[config.mk]
export PLATFORM = sky130hd
export DESIGN_NAME = cnv_prec_seq_flat
export DESIGN_NICKNAME = d
export VERILOG_FILES = /design/src/rtl/cnv_prec_seq_pkg.sv /design/src/rtl/cnv_prec_seq_if.sv /design/src/rtl/cnv_prec.sv /design/src/rtl/cnv_prec_seq.sv /design/src/flat_wrapper.sv
export SDC_FILE = /design/constraint.sdc
export NUM_CORES = 1
export LEC_CHECK = 0
export ABC_AREA = 1
export CAP_MARGIN = 15
export CORE_MARGIN = 2
export CORE_UTILIZATION = 35
export DETAILED_ROUTE_END_ITERATION = 10
export PLACE_DENSITY = 0.59
export SYNTH_ARGS = -nofsm -noshare
export SYNTH_HDL_FRONTEND = slang
export SYNTH_HIERARCHICAL = 1
export SYNTH_SLANG_ARGS = --single-unit
[constraint.sdc]
create_clock -name clk -period 2.3 [get_ports clk]
set_input_delay 0.69 -clock clk [delete_from_list [all_inputs] [get_ports clk]]
set_output_delay 0.69 -clock clk [all_outputs]
set_load 0.01 [all_outputs]
[src/rtl/cnv_prec_seq_pkg.sv]
// cnv_prec_seq_pkg: shared data-configuration types, defaults and sequencer state enum
package cnv_prec_seq_pkg;
  typedef struct packed {
    logic [7:0] prec;
    logic [7:0] frac;
  } dconf_t;
  localparam dconf_t DEF_DCONF_INT = '{prec: 8'd8, frac: 8'd0};
  localparam dconf_t DEF_DCONF_FXP = '{prec: 8'd16, frac: 8'd8};
  typedef enum logic [1:0] {IDLE, CONV, OUT} cnv_seq_state_t;
  typedef struct packed {
    logic udf;
    logic ovf;
    logic rnd;
  } cnv_flags_t;
endpackage

[src/rtl/cnv_prec_seq_if.sv]
// cnv_prec_seq_if: vector handshake and status bundle for the conversion sequencer
interface cnv_prec_seq_if #(
  parameter int LANES = 4,
  parameter int I_PREC = 8,
  parameter int O_PREC = 16,
  parameter int CNT_W = 16
);
  logic in_valid, in_ready, out_valid, out_ready;
  logic [LANES*I_PREC-1:0] in_data;
  logic [LANES*O_PREC-1:0] out_data;
  logic out_udf, out_ovf, out_rnd;
  logic st_clr, st_udf, st_ovf, st_rnd;
  logic [CNT_W-1:0] ovf_cnt;
  modport master (
    output in_valid, in_data, out_ready, st_clr,
    input in_ready, out_valid, out_data, out_udf, out_ovf, out_rnd, st_udf, st_ovf, st_rnd, ovf_cnt
  );
  modport slave (
    input in_valid, in_data, out_ready, st_clr,
    output in_ready, out_valid, out_data, out_udf, out_ovf, out_rnd, st_udf, st_ovf, st_rnd, ovf_cnt
  );
endinterface

[src/rtl/cnv_prec.sv]
// cnv_prec: signed fixed-point precision converter, rounds toward -inf and saturates on overflow
module cnv_prec
  import cnv_prec_seq_pkg::*;
#(
  parameter dconf_t I_CONF = DEF_DCONF_INT,
  parameter dconf_t O_CONF = DEF_DCONF_FXP,
  localparam int I_PREC = int'(I_CONF.prec),
  localparam int O_PREC = int'(O_CONF.prec)
) (
  input  logic [I_PREC-1:0] din,
  output logic [O_PREC-1:0] dout,
  output cnv_flags_t        flags
);
  localparam int I_FRAC = int'(I_CONF.frac);
  localparam int O_FRAC = int'(O_CONF.frac);
  localparam int LSH = O_FRAC > I_FRAC ? O_FRAC - I_FRAC : 0;
  localparam int RSH = I_FRAC > O_FRAC ? I_FRAC - O_FRAC : 0;
  localparam int W = (I_PREC + LSH > O_PREC ? I_PREC + LSH : O_PREC) + 1;
  localparam logic signed [W-1:0] OMAX = W'((64'sd1 <<< (O_PREC - 1)) - 64'sd1);
  localparam logic signed [W-1:0] OMIN = ~OMAX;
  logic signed [W-1:0] x, sh, y;
  always_comb begin
    x = {{(W - I_PREC){din[I_PREC-1]}}, din};
    sh = x <<< LSH;
    y = sh >>> RSH;
    flags.rnd = (y <<< RSH) != sh;
    flags.ovf = y > OMAX || y < OMIN;
    flags.udf = x != 0 && y == 0;
    dout = flags.ovf ? (y[W-1] ? OMIN[O_PREC-1:0] : OMAX[O_PREC-1:0]) : y[O_PREC-1:0];
  end
endmodule

[src/rtl/cnv_prec_seq.sv]
// cnv_prec_seq: converts a packed vector lane by lane through one shared cnv_prec, with flags and counters
module cnv_prec_seq
  import cnv_prec_seq_pkg::*;
#(
  parameter dconf_t I_CONF = DEF_DCONF_INT,
  parameter dconf_t O_CONF = DEF_DCONF_FXP,
  parameter int LANES = 4,
  parameter int CNT_W = 16,
  localparam int I_PREC = int'(I_CONF.prec),
  localparam int O_PREC = int'(O_CONF.prec)
) (
  input logic clk,
  input logic reset,
  cnv_prec_seq_if.slave bus
);
  localparam int IW = LANES > 1 ? $clog2(LANES) : 1;
  localparam logic [CNT_W-1:0] CNT_MAX = '1;
  cnv_seq_state_t state, state_d;
  logic [IW-1:0] idx;
  logic [LANES*I_PREC-1:0] ibuf;
  logic [LANES*O_PREC-1:0] obuf;
  logic [O_PREC-1:0] c_out;
  cnv_flags_t c_fl, ev, vfl, st;
  logic [CNT_W-1:0] cnt, cnt_base;
  cnv_prec #(.I_CONF(I_CONF), .O_CONF(O_CONF)) u_cnv (
    .din(ibuf[idx*I_PREC +: I_PREC]),
    .dout(c_out),
    .flags(c_fl)
  );
  always_comb begin
    state_d = state;
    case (state)
      IDLE:    state_d = bus.in_valid ? CONV : IDLE;
      CONV:    state_d = idx == IW'(LANES - 1) ? OUT : CONV;
      OUT:     state_d = bus.out_ready ? IDLE : OUT;
      default: state_d = IDLE;
    endcase
  end
  // a lane event seen together with st_clr survives the clear
  assign ev = state == CONV ? c_fl : '0;
  assign cnt_base = bus.st_clr ? '0 : cnt;
  assign bus.in_ready = state == IDLE;
  assign bus.out_valid = state == OUT;
  assign bus.out_data = obuf;
  assign {bus.out_udf, bus.out_ovf, bus.out_rnd} = vfl;
  assign {bus.st_udf, bus.st_ovf, bus.st_rnd} = st;
  assign bus.ovf_cnt = cnt;
  always_ff @(posedge clk) begin
    if (reset) begin
      state <= IDLE;
      idx <= '0;
      ibuf <= '0;
      obuf <= '0;
      vfl <= '0;
      st <= '0;
      cnt <= '0;
    end else begin
      state <= state_d;
      if (state == IDLE && bus.in_valid) begin
        ibuf <= bus.in_data;
        vfl <= '0;
        idx <= '0;
      end
      if (state == CONV) begin
        obuf[idx*O_PREC +: O_PREC] <= c_out;
        vfl <= vfl | c_fl;
        idx <= idx + 1'b1;
      end
      st <= bus.st_clr ? ev : st | ev;
      cnt <= ev.ovf && cnt_base != CNT_MAX ? cnt_base + 1'b1 : cnt_base;
    end
  end
endmodule
[src/flat_wrapper.sv]
// flat-port wrapper written by rule: the top's interface ports become plain ports
module cnv_prec_seq_flat import cnv_prec_seq_pkg::*;
#(
  parameter dconf_t I_CONF = DEF_DCONF_INT,
  parameter dconf_t O_CONF = DEF_DCONF_FXP,
  parameter int LANES = 4,
  parameter int CNT_W = 16,
  localparam int I_PREC = int'(I_CONF.prec),
  localparam int O_PREC = int'(O_CONF.prec)
)
  (clk, reset, bus_in_valid, bus_in_data, bus_out_ready, bus_st_clr, bus_in_ready, bus_out_valid, bus_out_data, bus_out_udf, bus_out_ovf, bus_out_rnd, bus_st_udf, bus_st_ovf, bus_st_rnd, bus_ovf_cnt);
  cnv_prec_seq_if #(.LANES(LANES), .CNT_W(CNT_W)) bus_i ();
  input logic clk;
  input logic reset;
  input wire logic [$bits(bus_i.in_valid)-1:0] bus_in_valid;
  input wire logic [$bits(bus_i.in_data)-1:0] bus_in_data;
  input wire logic [$bits(bus_i.out_ready)-1:0] bus_out_ready;
  input wire logic [$bits(bus_i.st_clr)-1:0] bus_st_clr;
  output wire logic [$bits(bus_i.in_ready)-1:0] bus_in_ready;
  output wire logic [$bits(bus_i.out_valid)-1:0] bus_out_valid;
  output wire logic [$bits(bus_i.out_data)-1:0] bus_out_data;
  output wire logic [$bits(bus_i.out_udf)-1:0] bus_out_udf;
  output wire logic [$bits(bus_i.out_ovf)-1:0] bus_out_ovf;
  output wire logic [$bits(bus_i.out_rnd)-1:0] bus_out_rnd;
  output wire logic [$bits(bus_i.st_udf)-1:0] bus_st_udf;
  output wire logic [$bits(bus_i.st_ovf)-1:0] bus_st_ovf;
  output wire logic [$bits(bus_i.st_rnd)-1:0] bus_st_rnd;
  output wire logic [$bits(bus_i.ovf_cnt)-1:0] bus_ovf_cnt;
  assign bus_i.in_valid = bus_in_valid;
  assign bus_i.in_data = bus_in_data;
  assign bus_i.out_ready = bus_out_ready;
  assign bus_i.st_clr = bus_st_clr;
  assign bus_in_ready = bus_i.in_ready;
  assign bus_out_valid = bus_i.out_valid;
  assign bus_out_data = bus_i.out_data;
  assign bus_out_udf = bus_i.out_udf;
  assign bus_out_ovf = bus_i.out_ovf;
  assign bus_out_rnd = bus_i.out_rnd;
  assign bus_st_udf = bus_i.st_udf;
  assign bus_st_ovf = bus_i.st_ovf;
  assign bus_st_rnd = bus_i.st_rnd;
  assign bus_ovf_cnt = bus_i.ovf_cnt;
  cnv_prec_seq #(.I_CONF(I_CONF), .O_CONF(O_CONF), .LANES(LANES), .CNT_W(CNT_W)) u_core (.clk(clk), .reset(reset), .bus(bus_i));
endmodule
==> results.sh, run 1 <==
export IMPL_pre_cts_ws_ns=0.297
export IMPL_routed_via_density=4.74
export IMPL_clockBufferDepth=2
export IMPL_clock_sinks=122
export IMPL_pwr_density_cell_nw_per_um2=783
export IMPL_yosys_warnings=6
export IMPL_synthAdderAreaFrac=0.0112
export IMPL_ant_nets=0
export IMPL_worstSkewPairLatency_ns=0.41
export IMPL_place_hpwl_um=10600
export IMPL_placed_area_um2=6960
export IMPL_multiInputGateArea_um2=2530
export IMPL_synth_edff_count=0
export IMPL_antenna_found_initial=0
export IMPL_grt_max_degree=76
export IMPL_synth_cell_type_count=40
export IMPL_htreeDepth=4
export IMPL_finalNonFillerCells=1091
export IMPL_area_growth_pct=36.7
export IMPL_status="finished, final reports clean"
export IMPL_path_class="reg -> out"
export IMPL_synthXorXnorAreaFrac=0.00469
export IMPL_worst_slack_ns=0.0950
export IMPL_synth_flop_cell="dfxtp_1"
export IMPL_holdWs_ns=0.450
export IMPL_die_x_um=130
export IMPL_synth_seq_cells=122
export IMPL_hold_class="reg -> reg"
export IMPL_max_cap_violations=0
export IMPL_synth_mux_area_frac=0
export IMPL_period_minus_slack_ns=2.20
export IMPL_fillCellCount=1630
export IMPL_required_ns=1.61
export IMPL_drc=0
export IMPL_tns_ns=0
export IMPL_power_mw=5.99
export IMPL_endpoint_kind="output port"
export IMPL_row_count=46
export IMPL_grt_pass1_vias=4748
export IMPL_port_buffers=124
export IMPL_vdd_drop_max_mv=0.494
export IMPL_synth_top_family_by_area="simple AND/OR/NAND/NOR gates"
export IMPL_holdBufCountCts=0
export IMPL_finClkSkew_ns=0.00895
export IMPL_final_core_util=0.485
export IMPL_synth_seq_area_share=0.436
export IMPL_synthArstFlopShare=0
export IMPL_critPathLaunchType="flop"
export IMPL_slew_violations=0
export IMPL_fin_area_um2=7650
export IMPL_seqCellArea_um2=2440
export IMPL_cts_root_buffer="clkbuf_16"
export IMPL_syn_inst=749
export IMPL_drt_wirelength_per_cell_um=14.1
export IMPL_finalHoldViolations=0
export IMPL_drt_iter0_drc=397
export IMPL_grtUsageTotal=0.187
export IMPL_ioPinCount=125
export IMPL_cts_buffers=17
export IMPL_clk_pin_slew_ns=0.05
export IMPL_place_gp_congestion=0.868
export IMPL_num_antenna_cells=0
export IMPL_initial_core_util=0.355
export IMPL_worstPathMaxFanout=3
export IMPL_max_freq_mhz=454
export IMPL_fin_crit_sh=0.959
export IMPL_rsz0062_at_grt="false"
export IMPL_synth_compound_area_frac=0.189
export IMPL_cts_tree="done"
export IMPL_arrival_ns=1.51
export IMPL_slew_headroom=0.590
export IMPL_grt_overflow=0
export IMPL_core_area_um2=15800
export IMPL_layout_drive_gt1_share=0.102
export IMPL_tightest_slew_ns=0.615
export IMPL_avgSynthCellArea_um2=7.47
export IMPL_drt_pass1_iter_count=6
export IMPL_p_leak_nw=2.86
export IMPL_drt_wl_total_um=15400
export IMPL_num_vias=5175
export IMPL_synth_simple_area_share=0.239
export IMPL_dieArea_um2=17000
export IMPL_fin_nets=904
export IMPL_placed_cells=1059
export IMPL_die_h_um=130
export IMPL_grt_pass1_wl_um=24600
export IMPL_final_setup_viol_count=0
export IMPL_netlist_area_um2=5600
## worst max-delay path, stage by stage, from the launching register on
cell	delay, ns
dfxtp_1	0.34
nor2_2	0.20
clkdlybuf4s50_1	0.57
## synth_stat cells, types with 2 or more instances
cell,count,area share
nor2_1,140,0.094
nand4_1,2,0.0022
buf_2,13,0.012
or3_1,12,0.013
buf_1,2,0.0013
nand2_1,96,0.064
nor2_2,6,0.0067
dfxtp_1,122,0.44
clkbuf_1,23,0.015
o21ai_0,50,0.045
inv_1,78,0.052
xnor2_1,2,0.0031
nor2_4,5,0.010
nand2_2,4,0.0045
ha_1,5,0.011
nand3_2,4,0.0072
a21oi_2,4,0.0063
nand2_4,2,0.0040
a211oi_1,33,0.044
nand3_1,18,0.016
buf_4,20,0.027
a22oi_1,10,0.013
clkinv_1,2,0.0013
o22ai_1,8,0.0089
a31oi_1,33,0.037
inv_2,4,0.0027
a21oi_1,38,0.034
## sequential cells by signal, summed over array words and instances (netlist names)
| signal | flops |
|---|---|
| u_core/bus.st_ovf | 1 |
| u_core/bus.st_udf | 1 |
| u_core/bus.out_udf | 1 |
| u_core/idx | 2 |
| u_core/bus.ovf_cnt | 16 |
| u_core/ibuf | 32 |
| u_core/state | 2 |
| u_core/bus.st_rnd | 1 |
| u_core/bus.out_rnd | 1 |
| u_core/bus.out_data | 64 |
| u_core/bus.out_ovf | 1 |
## layout by cell type, fill, tap and decap left out, types with 18 or more instances in the layout
cell type / instances
nor2_1: 138
clkdlybuf4s50_1: 122
dfxtp_1: 121
nand2_1: 96
inv_1: 78
o21ai_0: 50
a21oi_1: 38
a31oi_1: 33
a211oi_1: 33
buf_4: 19
nand3_1: 18
## final cells by class
cell class                      instances  area share
Inverter                               85      0.0427
Multi-Input combinational cell        492       0.331
Clock inverter                         13      0.0322
Sequential cell                       122       0.319
Clock buffer                           19      0.0566
Timing Repair Buffer                  144       0.183
Tap cell                              216      0.0353
## routing by layer
metal,global-route usage,up-vias,share of wire
met5,0,-,0
met4,0.0670,0,0.012
met3,0.0411,16,0.050
met2,0.289,141,0.46
met1,0.258,2357,0.48
li1,-,2661,-
## where the power goes
group | switching (mW) | internal [mW] | total (mW)
clock network | 0.949 | 2.14 | 3.08
registers | 0.0504 | 2.21 | 2.26
logic | 0.386 | 0.266 | 0.652
total | 1.38 | 4.61 | 5.99
## repair_timing
| item | CTS | global route |
|---|---|---|
| buffers inserted | 0 | 0 |
| setup endpoints to repair | 2 | 2 |
| resized for setup | 2 | 2 |
## path summary, 6_finish.rpt
check	slack, ns	depth (start not counted)	to	startpoint
max	0.1	2	bus_in_ready	u_core/state[0]
min	0.45	2	u_core/bus.out_ovf	u_core/bus.out_ovf
max reg2reg	0.41	6	u_core/bus.out_data[30]	u_core/idx[0]
min reg2reg	0.45	2	u_core/bus.out_ovf	u_core/bus.out_ovf
## logic make-up after synthesis
kind of cell	after synthesis
AO/OA/AOI/OAI	177
XOR/XNOR	3
adder cells (fa/ha/maj)	5
buffers and inverters	145
flip-flops	122
other	1
AND/OR/NAND/NOR	296
(Power assumes the default switching activity.)
==> inputs of run 2 (changes only) <==
Settings changed: GPL_ROUTABILITY_DRIVEN set to 0.
==> results of run 2 <==
No change in the layout: final DEF, timing and power equal those of run 1.
==> inputs of run 3 (changes only) <==
Settings changed: CTS_CLUSTER_SIZE set to 40.
==> results of run 3 <==
No change in the layout: final DEF, timing and power equal those of run 1.
